[src/rtl/uart_core_param.sv]
// Parametrised full-duplex UART: configurable width, parity and stop bits,
// 16x oversampled receiver and double-buffered transmitter.
module uart_core_param #(
    parameter int clk_freq  = 50000000,
    parameter int baud      = 115200,
    parameter int data_bits = 8,
    parameter int parity    = 0,
    parameter int stop_bits = 1
) (
    input  logic                 clk,
    input  logic                 reset,
    input  logic                 ld_tx_data,
    input  logic [data_bits-1:0] tx_data,
    input  logic                 tx_enable,
    output logic                 tx_out,
    output logic                 tx_empty,
    output logic                 tx_busy,
    input  logic                 uld_rx_data,
    output logic [data_bits-1:0] rx_data,
    input  logic                 rx_enable,
    input  logic                 rx_in,
    output logic                 rx_empty,
    output logic                 rx_frame_err,
    output logic                 rx_parity_err,
    output logic                 rx_overrun
);

    localparam int div_raw = clk_freq / (baud * 16);
    localparam int div     = (div_raw < 1) ? 1 : div_raw;
    localparam int cnt_w   = (div > 1) ? $clog2(div) : 1;

    localparam logic [cnt_w-1:0] cnt_max   = cnt_w'(div - 1);
    localparam logic [3:0]       last_bit  = 4'(data_bits - 1);
    localparam logic             stop_last = 1'(stop_bits - 1);
    localparam logic             par_odd   = (parity == 1);
    localparam logic             par_on    = (parity != 0);

    typedef enum logic [2:0] {
        s_idle,
        s_start,
        s_data,
        s_parity,
        s_stop,
        s_break
    } state_t;

    // tick generator
    logic [cnt_w-1:0] tick_cnt;
    logic             tick;

    assign tick = (tick_cnt == cnt_max);

    always_ff @(posedge clk) begin
        if (reset) begin
            tick_cnt <= '0;
        end else if (tick) begin
            tick_cnt <= '0;
        end else begin
            tick_cnt <= tick_cnt + 1'b1;
        end
    end

    // transmitter
    state_t               tx_state;
    logic [data_bits-1:0] tx_hold;
    logic [data_bits-1:0] tx_shift;
    logic                 tx_par;
    logic [3:0]           tx_ph;
    logic [3:0]           tx_bit;
    logic                 tx_stop;
    logic                 tx_go;

    assign tx_go = tx_enable && !tx_empty;

    always_ff @(posedge clk) begin
        if (reset) begin
            tx_state <= s_idle;
            tx_hold  <= '0;
            tx_shift <= '0;
            tx_par   <= 1'b0;
            tx_ph    <= '0;
            tx_bit   <= '0;
            tx_stop  <= 1'b0;
            tx_out   <= 1'b1;
            tx_empty <= 1'b1;
            tx_busy  <= 1'b0;
        end else begin
            if (ld_tx_data && tx_empty) begin
                tx_hold  <= tx_data;
                tx_empty <= 1'b0;
            end
            if (tick) begin
                tx_ph <= (tx_state == s_idle) ? 4'd0 : tx_ph + 4'd1;
                unique case (tx_state)
                    s_idle: begin
                        if (tx_go) begin
                            tx_shift <= tx_hold;
                            tx_par   <= (^tx_hold) ^ par_odd;
                            tx_empty <= 1'b1;
                            tx_busy  <= 1'b1;
                            tx_out   <= 1'b0;
                            tx_state <= s_start;
                        end
                    end
                    s_start: begin
                        if (tx_ph == 4'd15) begin
                            tx_out   <= tx_shift[0];
                            tx_bit   <= '0;
                            tx_state <= s_data;
                        end
                    end
                    s_data: begin
                        if (tx_ph == 4'd15) begin
                            if (tx_bit == last_bit) begin
                                tx_stop <= 1'b0;
                                if (par_on) begin
                                    tx_out   <= tx_par;
                                    tx_state <= s_parity;
                                end else begin
                                    tx_out   <= 1'b1;
                                    tx_state <= s_stop;
                                end
                            end else begin
                                tx_bit   <= tx_bit + 4'd1;
                                tx_shift <= tx_shift >> 1;
                                tx_out   <= tx_shift[1];
                            end
                        end
                    end
                    s_parity: begin
                        if (tx_ph == 4'd15) begin
                            tx_out   <= 1'b1;
                            tx_stop  <= 1'b0;
                            tx_state <= s_stop;
                        end
                    end
                    s_stop: begin
                        if (tx_ph == 4'd15) begin
                            if (tx_stop != stop_last) begin
                                tx_stop <= 1'b1;
                            end else if (tx_go) begin
                                // back-to-back frame, no idle bit
                                tx_shift <= tx_hold;
                                tx_par   <= (^tx_hold) ^ par_odd;
                                tx_empty <= 1'b1;
                                tx_out   <= 1'b0;
                                tx_state <= s_start;
                            end else begin
                                tx_busy  <= 1'b0;
                                tx_state <= s_idle;
                            end
                        end
                    end
                    default: begin
                        tx_state <= s_idle;
                    end
                endcase
            end
        end
    end

    // receiver
    state_t               rx_state;
    logic                 rx_s1;
    logic                 rx_s2;
    logic [data_bits-1:0] rx_shift;
    logic [3:0]           rx_ph;
    logic [3:0]           rx_bit;
    logic                 rx_stop;
    logic                 rx_fe_acc;
    logic                 rx_pe_acc;
    logic                 rx_par_exp;
    logic                 rx_fe_new;

    assign rx_par_exp = (^rx_shift) ^ par_odd;
    assign rx_fe_new  = rx_fe_acc | !rx_s2;

    always_ff @(posedge clk) begin
        if (reset) begin
            rx_state      <= s_idle;
            rx_s1         <= 1'b1;
            rx_s2         <= 1'b1;
            rx_shift      <= '0;
            rx_ph         <= '0;
            rx_bit        <= '0;
            rx_stop       <= 1'b0;
            rx_fe_acc     <= 1'b0;
            rx_pe_acc     <= 1'b0;
            rx_data       <= '0;
            rx_empty      <= 1'b1;
            rx_frame_err  <= 1'b0;
            rx_parity_err <= 1'b0;
            rx_overrun    <= 1'b0;
        end else begin
            rx_s1 <= rx_in;
            rx_s2 <= rx_s1;
            if (uld_rx_data && !rx_empty) begin
                rx_empty      <= 1'b1;
                rx_frame_err  <= 1'b0;
                rx_parity_err <= 1'b0;
                rx_overrun    <= 1'b0;
            end
            if (!rx_enable) begin
                rx_state <= s_idle;
            end else begin
                unique case (rx_state)
                    s_idle: begin
                        if (!rx_s2) begin
                            rx_ph    <= '0;
                            rx_state <= s_start;
                        end
                    end
                    s_start: begin
                        if (tick) begin
                            if (rx_ph == 4'd8) begin
                                if (rx_s2) begin
                                    rx_state <= s_idle;
                                end else begin
                                    rx_ph     <= '0;
                                    rx_bit    <= '0;
                                    rx_fe_acc <= 1'b0;
                                    rx_pe_acc <= 1'b0;
                                    rx_state  <= s_data;
                                end
                            end else begin
                                rx_ph <= rx_ph + 4'd1;
                            end
                        end
                    end
                    s_data: begin
                        if (tick) begin
                            rx_ph <= rx_ph + 4'd1;
                            if (rx_ph == 4'd15) begin
                                rx_shift <= {rx_s2, rx_shift[data_bits-1:1]};
                                rx_bit   <= rx_bit + 4'd1;
                                if (rx_bit == last_bit) begin
                                    rx_stop  <= 1'b0;
                                    rx_state <= par_on ? s_parity : s_stop;
                                end
                            end
                        end
                    end
                    s_parity: begin
                        if (tick) begin
                            rx_ph <= rx_ph + 4'd1;
                            if (rx_ph == 4'd15) begin
                                rx_pe_acc <= (rx_s2 != rx_par_exp);
                                rx_stop   <= 1'b0;
                                rx_state  <= s_stop;
                            end
                        end
                    end
                    s_stop: begin
                        if (tick) begin
                            rx_ph <= rx_ph + 4'd1;
                            if (rx_ph == 4'd15) begin
                                if (rx_stop != stop_last) begin
                                    rx_stop   <= 1'b1;
                                    rx_fe_acc <= rx_fe_new;
                                end else begin
                                    if (rx_empty || uld_rx_data) begin
                                        rx_data       <= rx_shift;
                                        rx_empty      <= 1'b0;
                                        rx_frame_err  <= rx_fe_new;
                                        rx_parity_err <= rx_pe_acc;
                                        rx_overrun    <= 1'b0;
                                    end else begin
                                        rx_overrun    <= 1'b1;
                                        rx_frame_err  <= rx_frame_err | rx_fe_new;
                                        rx_parity_err <= rx_parity_err | rx_pe_acc;
                                    end
                                    // a held-low line is a break: wait for idle
                                    rx_state <= rx_s2 ? s_idle : s_break;
                                end
                            end
                        end
                    end
                    s_break: begin
                        if (rx_s2) begin
                            rx_state <= s_idle;
                        end
                    end
                    default: begin
                        rx_state <= s_idle;
                    end
                endcase
            end
        end
    end

endmodule

[config.mk]
export PLATFORM = sky130hd
export DESIGN_NAME = uart_core_param
export DESIGN_NICKNAME = d
export VERILOG_FILES = /design/src/rtl/uart_core_param.sv
export SDC_FILE = /design/constraint.sdc
export NUM_CORES = 1
export LEC_CHECK = 0
export BUFFER_PORTS_ARGS = -buffer_cell sky130_fd_sc_hd__buf_2
export CORE_MARGIN = 5
export CORE_UTILIZATION = 35
export DETAILED_ROUTE_END_ITERATION = 8
export PLACE_DENSITY = 0.62
export SYNTH_ARGS = -nofsm -noshare
export SYNTH_HDL_FRONTEND = slang
export SYNTH_SLANG_ARGS = --single-unit
[constraint.sdc]
create_clock -name clk -period 1.8 [get_ports clk]
set_input_delay 0.45 -clock clk [delete_from_list [all_inputs] [get_ports clk]]
set_output_delay 0.45 -clock clk [all_outputs]
set_load 0.05 [all_outputs]
==> Word level (Yosys, flattened, before mapping) <==
Index checks and enable logic that the tools add are counted.
{ "classes": {"add_sub_neg": 5, "n_eq_ne": 40, "n_mux": 118, "bitwise_logic": 5, "reduce_logical": 37} }
{ "op_table": {"columns": ["cell", "n"], "rows": [
  ["$mux W1", 66],
  ["$mux W3", 20],
  ["$mux W4", 13],
  ["$ne A2 B2 Y1 const B", 23],
  ["$mux W8", 5],
  ["$pmux W8 S3", 1],
  ["$reduce_and A6 Y1", 4],
  ["$reduce_and A7 Y1", 3],
  ["$pmux W3 S6", 1],
  ["$add A4 B1 Y4 const B", 4],
  ["$pmux W4 S2", 2],
  ["$reduce_and A8 Y1", 2],
  ["$pmux W3 S5", 1],
  ["$eq A3 B2 Y1 const B", 4],
  ["$eq A4 B4 Y1 const B", 3],
  ["$pmux W4 S3", 1],
  ["$reduce_and A12 Y1", 1],
  ["$reduce_bool A3 Y1", 4],
  ["$reduce_bool A2 Y1", 5],
  ["$eq A3 B3 Y1 const B", 3],
  ["$reduce_and A9 Y1", 1],
  ["$eq A4 B3 Y1 const B", 2],
  ["$pmux W1 S2", 4],
  ["$reduce_and A4 Y1", 2],
  ["other kinds (19)", 30]
]} }
{ "word_totals": {"ff_bits": 72, "inputBits": 15, "output_inout_bits": 15, "word_cells": 229} }

==> Longest topological paths before layout <==
Gate-level depths: netlist (run 1).
{ "depth": {"word_depth": 9, "ltp_mapped": 9, "mapped_depth_nobuf": 7} }

==> Least setup slack after synthesis (run 1) <==
No wires, ideal clock.
{ "synth_timing": {"path_type": "register to register", "from": "register tick_cnt[0]", "to": "register tx_bit[3]", "setup_ns": 0.070, "arrival_ns": 1.939, "t_required_ns": 1.730, "setup_slack_ns": -0.209, "stages_incl_launch_ff": 8, "n_path_buf": 1, "period_less_slack_ns": 2.009, "path_cell_list": "dfxtp_1 inv_1 ha_1 nand4b_4 or4_1 buf_2 or4_1 a21oi_1"} }
{ "synth_between": {"elab_chain_cells": 2} }
{ "synth_lines": {"columns": ["item", "line", "source"], "rows": [
  ["start, declared", "48", "logic [cnt_w-1:0] tick_cnt;"],
  ["start signal, assigned", "59", "tick_cnt <= tick_cnt + 1'b1;"],
  ["$eq A5 B5 Y1", "51", "assign tick = (tick_cnt == cnt_max);"],
  ["$reduce_and A5 Y1 (no line)", null, null],
  ["end signal, assigned", "124", "tx_bit <= tx_bit + 4'd1;"],
  ["end, declared", "69", "logic [3:0] tx_bit;"]
]} }
Every way passes these cells.
A chain may end at the register's enable or synchronous reset.

==> Final worst setup path (run 1) <==
{ "layout_timing": {"from": "register tx_ph[1]", "to": "register tx_bit[3]"} }
{ "layout_between": {"elab_chain_cells": 3, "word_cells_on_any_way": 4, "classes_between": "eq/ne: 3; reduce/logical: 1"} }
{ "layout_lines": {"columns": ["item", "line", "source"], "rows": [
  ["start, declared", "68", "logic [3:0] tx_ph;"],
  ["start signal, assigned", "93", "tx_ph <= (tx_state == s_idle) ? 4'd0 : tx_ph + 4'd1;"],
  ["$eq A4 B4 Y1 *", "106, 113", null],
  ["$ne A2 B2 Y1 (no line)", null, null],
  ["$reduce_and A5 Y1 (no line) *", null, null]
]} }
Every way passes the cells marked *; elsewhere a longest branch is shown, timed or not.

==> results of run 1 <==
what timing repair did:
| action | CTS | global route |
|---|---|---|
| buffers inserted | 6 | 2 |
| pin swaps | 6 | 18 |
| setup endpoints to repair | 31 | 38 |
| gates resized for setup | 16 | 39 |
sequential cells by signal (all words and copies together) (netlist names), 3 cells and up:
register  count
tx_state      3
tick_cnt      5
tx_bit        4
rx_shift      8
rx_bit        4
tx_shift      8
rx_state      3
tx_hold       8
rx_ph         4
rx_data       8
tx_ph         4
critical path, stage by stage (launching register included):
cell and delay, ns:
dfxtp_1 0.37, ha_4 0.17, nand3_2 0.09, or4_4 0.57, or4_4 0.44, a21oi_2 0.12
final timing paths:
kind,from,endpoint
max,tx_ph[1],tx_bit[3]
min,rx_in,rx_s1
max reg2reg,tx_ph[1],tx_bit[3]
min reg2reg,rx_s1,rx_s2
logic make-up (layout without fill, tap and decap cells):
| kind of cell | count (synthesis) | after routing | share of synthesized area (%) |
|---|---|---|---|
| adder cells (fa/ha/maj) | 7 | 7 | 2.609 |
| multiplexers | 9 | 9 | 2.721 |
| flip-flops | 70 | 70 | 41.74 |
| buffers and inverters | 40 | 120 | 4.696 |
| AND/OR/NAND/NOR | 190 | 190 | 28.29 |
| AO/OA/AOI/OAI | 92 | 92 | 16.29 |
| XOR/XNOR | 14 | 14 | 3.653 |
stage by stage:
step,std cells,util (%),worst slack (ns),setup TNS [ns],power [µW]
after floorplan,422,-,-0.04325,-0.1025,1717
after global placement,607,43.46,-0.06033,-0.2727,1773
after detailed placement,607,43.46,-0.1293,-0.7070,1776
after CTS,629,46.66,-0.07277,-0.09635,3076
after global routing,631,48.45,-0.09602,-0.5608,3153
final,631,48.45,-0.02968,-0.03463,3031
placed cells by master (no fill, tap or decap), drive strengths merged, types with 3 or more instances in the layout:
master   n
nand2b   5
or4      7
nand2   78
nand3b   5
dfxtp   70
nand3   21
a21oi   47
or3b     3
inv     17
clkbuf  10
nand4    3
ha       7
nor3     9
a211o    4
nor2    33
o31ai    3
xor2     5
o21ai   18
or2      3
mux2i    8
or3      4
xnor2    9
o21bai   3
a22oi    3
and3     4
a211oi   3
nor2b    6
buf     88
per-layer routing:
layer / GRT usage, % / vias to the layer above
li1: - / 1607
met1: 16.06 / 1456
met2: 22.96 / 52
met3: 3.463 / 12
met4: 5.050 / 0
met5: 0 / -
final cells by class:
cell class | instances | share of cell area [%]
Multi-Input combinational cell | 312 | 44.73
Sequential cell | 70 | 31.60
Timing Repair Buffer | 88 | 14.33
Tap cell | 129 | 3.588
Clock buffer | 10 | 2.837
Clock inverter | 6 | 1.586
Inverter | 16 | 1.335
report_power, final:
part           internal [µW]  total (µW)  switching [µW]
sequential              1570        1580            13.8
clock                    650        1280             633
combinational           75.3         170            94.3
total                   2290        3030             741
==> impl_metrics.py, run 1 <==
metrics = {
    "routing": {
        "wl_per_cell_um": 12.25,
        "postRouteAntennaNets": 0,
        "wl_met1_um": 3569,
        "drt_iter0_drc": 106,
        "num_vias": 3127,
        "drc_errors": 0,
        "dr_wl_met2_um": 3753,
        "routed_wl_um": 7732,
        "met3WireLength_um": 265,
        "routed_via_density": 4.956,
        "top_layer_used": "met4",
        "drt_pass1_iterations": 4,
    },
    "power": {
        "powerDensity_mw_per_mm2": 673.9,
        "ir_drop_uv": 428.3,
        "p_leak_uw": 0.001727,
    },
    "yosys": {
        "netlist_top_cells_count": "nand2_1, dfxtp_1, a21oi_1",
        "synth_edf_count": 0,
        "avgSynthCellArea_um2": 7.955,
        "yosysMostFrequentCell": "nand2_1",
        "synth_cells": 422,
        "yosys.area.top_type": "dfxtp_1",
        "ys_warn_count": 0,
        "async_reset_ff_share_pct": 0,
        "syn-num-nets": 444,
        "ys_ff_latch": 70,
        "synth_ff_type": "dfxtp_1",
        "yosysTopAreaCellShare_pct": 41.74,
        "ys_seq_area_share_pct": 41.74,
        "yosys-top-cells-area": "dfxtp_1, nand2_1, a21oi_1",
        "yosysUniqueCellTypes": 53,
        "syn_area_mm2": 0.003357,
    },
    "clocking": {
        "clkLatencyLatePin_ns": 0.35,
        "htreeDepth": 3,
        "cts.clk_slew.worst_paths_ns": 0.08,
        "clock_tree.buffer_depth": 2,
        "cts-root-buf": "clkbuf_8",
        "cts_hold_buf": 0,
        "cts_buffers": 9,
        "tritoncts": "done",
        "cts_sinks": 70,
    },
    "place": {
        "portBuffers": 29,
        "postPlaceCellArea_mm2": 0.004035,
        "dp_hpwl_um": 5307,
        "gp_congestion": 0.8067,
    },
    "layout": {
        "fin_area_mm2": 0.004498,
        "drive_gt1_share_pct": 32.87,
        "layout.nets": 519,
        "diodes": 0,
        "seqCellArea_mm2": 0.001421,
        "fillerInstances": 939,
        "syn2layout_area_growth_pct": 33.99,
        "multi_input_area_mm2": 0.002012,
    },
    "sta": {
        "finalClockSkew_ns": 0.01469,
        "hold_slack_ns": 0.2851,
        "fmax_ghz": 0.5465,
        "post-route-min-period_ns": 1.830,
        "period_share_pct": 101.6,
        "rsz0062_at_grt": "true",
        "fin_ws_ns": -0.02968,
        "slew_headroom_pct": 78.77,
        "setup_viol": 2,
        "hold_viol": 0,
        "drv_slew": 0,
        "worst_slew_pin_slew_ns": 0.3105,
    },
    "global_route": {
        "grt_max_degree": 67,
        "grt_pass1_wl_um": 12850,
        "grt_use_total_pct": 13.38,
        "grt-ovfl-total": 0,
        "grt_pass1_vias": 2928,
        "antenna_found_initial": 0,
    },
    "worst_setup_path": {
        "worstSetupPathType": "register to register",
        "required_ns": 2.08,
        "rrSetupSlack_ns": -0.03,
        "critPathMaxFanout": 8,
        "r2r_cells": 5,
        "arrival_ns": 2.10,
        "start_kind": "register",
        "end_kind": "register",
    },
    "die": {
        "row_count": 35,
        "start_util_pct": 36.16,
        "die_h_um": 107.9,
        "coreArea_mm2": 0.009284,
        "die-area_mm2": 0.01165,
        "die_w_um": 107.9,
        "ios": 30,
    },
    "run_status": {
        "status": "finished, violations left",
        "violations": "setup timing",
    },
    "hold_path": {
        "hp-class": "primary input to register",
        "whs_path_depth": 2,
    },
    "job": {
        "cap_violations": 0,
    },
}
(Power assumes the default switching activity.)
==> run 2, diff against run 1 <==
- MAX_ROUTING_LAYER: not set -> met4
==> run 2 against run 1 <==
Net effect:
- the flow still finishes with violations (setup timing)
- wire length about the same
- register-to-register slack about the same
- sequential power about the same
- sequential share of layout area about the same
- design area about the same
- total power down 0.19%
- worst hold slack better by 0.0023 ns
- critical path depth unchanged
- count of clock-buffer cells in the layout unchanged
- final cell count unchanged
- clock power about the same
- worst setup slack about the same
- critical path type unchanged
- highest routed layer unchanged
==> impl_metrics.py, run 2 (synthesis gave the netlist of run 1 again) <==
metrics = {
    "run_status": {
        "status": "finished, violations left",
        "violations": "setup timing",
    },
    "hold_path": {
        "hp-class": "primary input to register",
        "whs_path_depth": 2,
    },
    "power": {
        "p_comb_share_pct": 5.6,
        "p_sw_uw": 734.8,
        "clkPwrFrac_pct": 42.2,
        "p_seq_share_pct": 52.2,
        "intPower_uw": 2290,
        "switching_share_pct": 24.29,
        "powerDensity_mw_per_mm2": 672.4,
        "ir_drop_uv": 427.7,
        "p_total_uw": 3025,
        "p_leak_uw": 0.001731,
    },
    "worst_setup_path": {
        "path_cells": "ha_4 -> nand3_2 -> or4_4 -> or4_4 -> a21oi_2",
        "start_kind": "register",
        "crit_top_cell": "or4_4",
        "critPathMaxFanout": 8,
        "cpLargestDelayFamily": "simple AND/OR/NAND/NOR gates",
        "cp.depth": 5,
        "crit_buf_inv": 0,
        "rrSetupSlack_ns": -0.03,
        "required_ns": 2.07,
        "max_stage_delay_ns": 0.57,
        "slowest_stage": "or4_4",
        "arrival_ns": 2.10,
        "end_kind": "register",
        "worstSetupPathType": "register to register",
        "r2r_cells": 5,
    },
    "clocking": {
        "tritoncts": "done",
        "cts.clk_slew.worst_paths_ns": 0.08,
        "cts_hold_buf": 0,
        "clock_tree.buffer_depth": 2,
        "cts_sinks": 70,
        "cts-root-buf": "clkbuf_8",
        "clkLatencyLatePin_ns": 0.35,
        "cts_buffers": 9,
        "htreeDepth": 3,
    },
    "routing": {
        "drt_iter0_drc": 118,
        "drc_errors": 0,
        "routed_via_density": 4.964,
        "routed_wl_um": 7730,
        "postRouteAntennaNets": 0,
        "wl_per_cell_um": 12.25,
        "drt_pass1_iterations": 4,
        "num_vias": 3132,
    },
    "place": {
        "dp_hpwl_um": 5307,
        "postPlaceCellArea_mm2": 0.004035,
        "portBuffers": 29,
        "place_ws_ns": -0.1293,
        "gp_congestion": 0.8185,
    },
    "layout": {
        "seqCellArea_mm2": 0.001420,
        "multi_input_area_mm2": 0.002018,
        "drive_gt1_share_pct": 32.67,
        "final_common_cell": "nand2_1",
        "syn2layout_area_growth_pct": 34.03,
        "final_cell_mix": "nand2_1, dfxtp_1, buf_4",
        "fillerInstances": 941,
        "layout.nets": 519,
        "diodes": 0,
        "fin_area_mm2": 0.004499,
    },
    "job": {
        "cap_violations": 0,
    },
    "sta": {
        "setup_viol": 2,
        "slew_headroom_pct": 77.18,
        "rsz0062_at_grt": "true",
        "period_share_pct": 101.7,
        "drv_slew": 0,
        "fmax_ghz": 0.5465,
        "worst_slew_pin_slew_ns": 0.3415,
        "hold_viol": 0,
        "finalClockSkew_ns": 0.01467,
        "post-route-min-period_ns": 1.830,
        "fin_ws_ns": -0.02992,
    },
    "die": {
        "ios": 30,
        "die-area_mm2": 0.01165,
        "die_w_um": 107.9,
        "die_h_um": 107.9,
        "coreArea_mm2": 0.009284,
        "row_count": 35,
        "start_util_pct": 36.16,
    },
    "global_route": {
        "grt_max_degree": 67,
        "grt_use_total_pct": 13.78,
        "grt-ovfl-total": 0,
        "grt_pass1_vias": 2927,
        "grt_pass1_wl_um": 12850,
        "antenna_found_initial": 0,
    },
}
==> run 2: cell counts in the layout (fill, tap and decap cells not counted) <==
No cell type changed its count.
==> run 2: power groups by stage <==
stage / sequential [µW] / combinational (µW) / clock [µW]
5_1_grt: 1580 / 190 / 1380
3_5_place_dp: 1620 / 159 / 0
4_1_cts: 1580 / 167 / 1330
6_report: 1580 / 170 / 1280
2_1_floorplan: 1620 / 96.6 / 0
3_3_place_gp: 1620 / 157 / 0
==> run 2: worst reg2reg max path: stages (launching register included) <==
cell and delay (ns):
dfxtp_1 0.37, ha_4 0.17, nand3_2 0.10, or4_4 0.57, or4_4 0.44, a21oi_2 0.12
==> run 2: through the flow <==
step | hold WS, ns | setup TNS, ns | cells | utilization [%]
2_1_floorplan | 0.3895 | -0.1025 | 422 | -
3_3_place_gp | 0.3980 | -0.2727 | 607 | 43.46
3_5_place_dp | 0.3977 | -0.7070 | 607 | 43.46
4_1_cts | 0.2751 | -0.09635 | 629 | 46.66
5_1_grt | 0.2830 | -0.5751 | 631 | 48.46
6_report | 0.2874 | -0.03347 | 631 | 48.46
==> run 2: layout make-up <==
| type | count | area share [%] |
|---|---|---|
| Sequential cell | 70 | 31.56 |
| Clock buffer | 10 | 2.836 |
| Inverter | 16 | 1.335 |
| Multi-Input combinational cell | 312 | 44.86 |
| Tap cell | 129 | 3.587 |
| Timing Repair Buffer | 88 | 14.24 |
| Clock inverter | 6 | 1.585 |
==> run 2: final timing paths <==
check,end,startpoint
worst max-delay path,tx_bit[3],tx_ph[1]
worst min-delay path,rx_s1,rx_in
worst max register to register,tx_bit[3],tx_ph[1]
worst min register to register,rx_s2,rx_s1
==> run 2: routing by layer <==
layer | wire (µm) | up-vias | part of all wire, % | GRT usage (%)
met5 | 0 | - | 0 | -
met4 | 98 | 0 | 1.3 | 5.591
met3 | 243 | 11 | 3.1 | 3.104
met2 | 3804 | 47 | 49 | 22.96
met1 | 3584 | 1468 | 46 | 16.10
li1 | - | 1606 | - | -
==> run 2: repair_timing <==
action	CTS	global route
setup endpoints to repair	31	38
pin swaps	6	17
buffers inserted	6	2
resized for setup	16	38
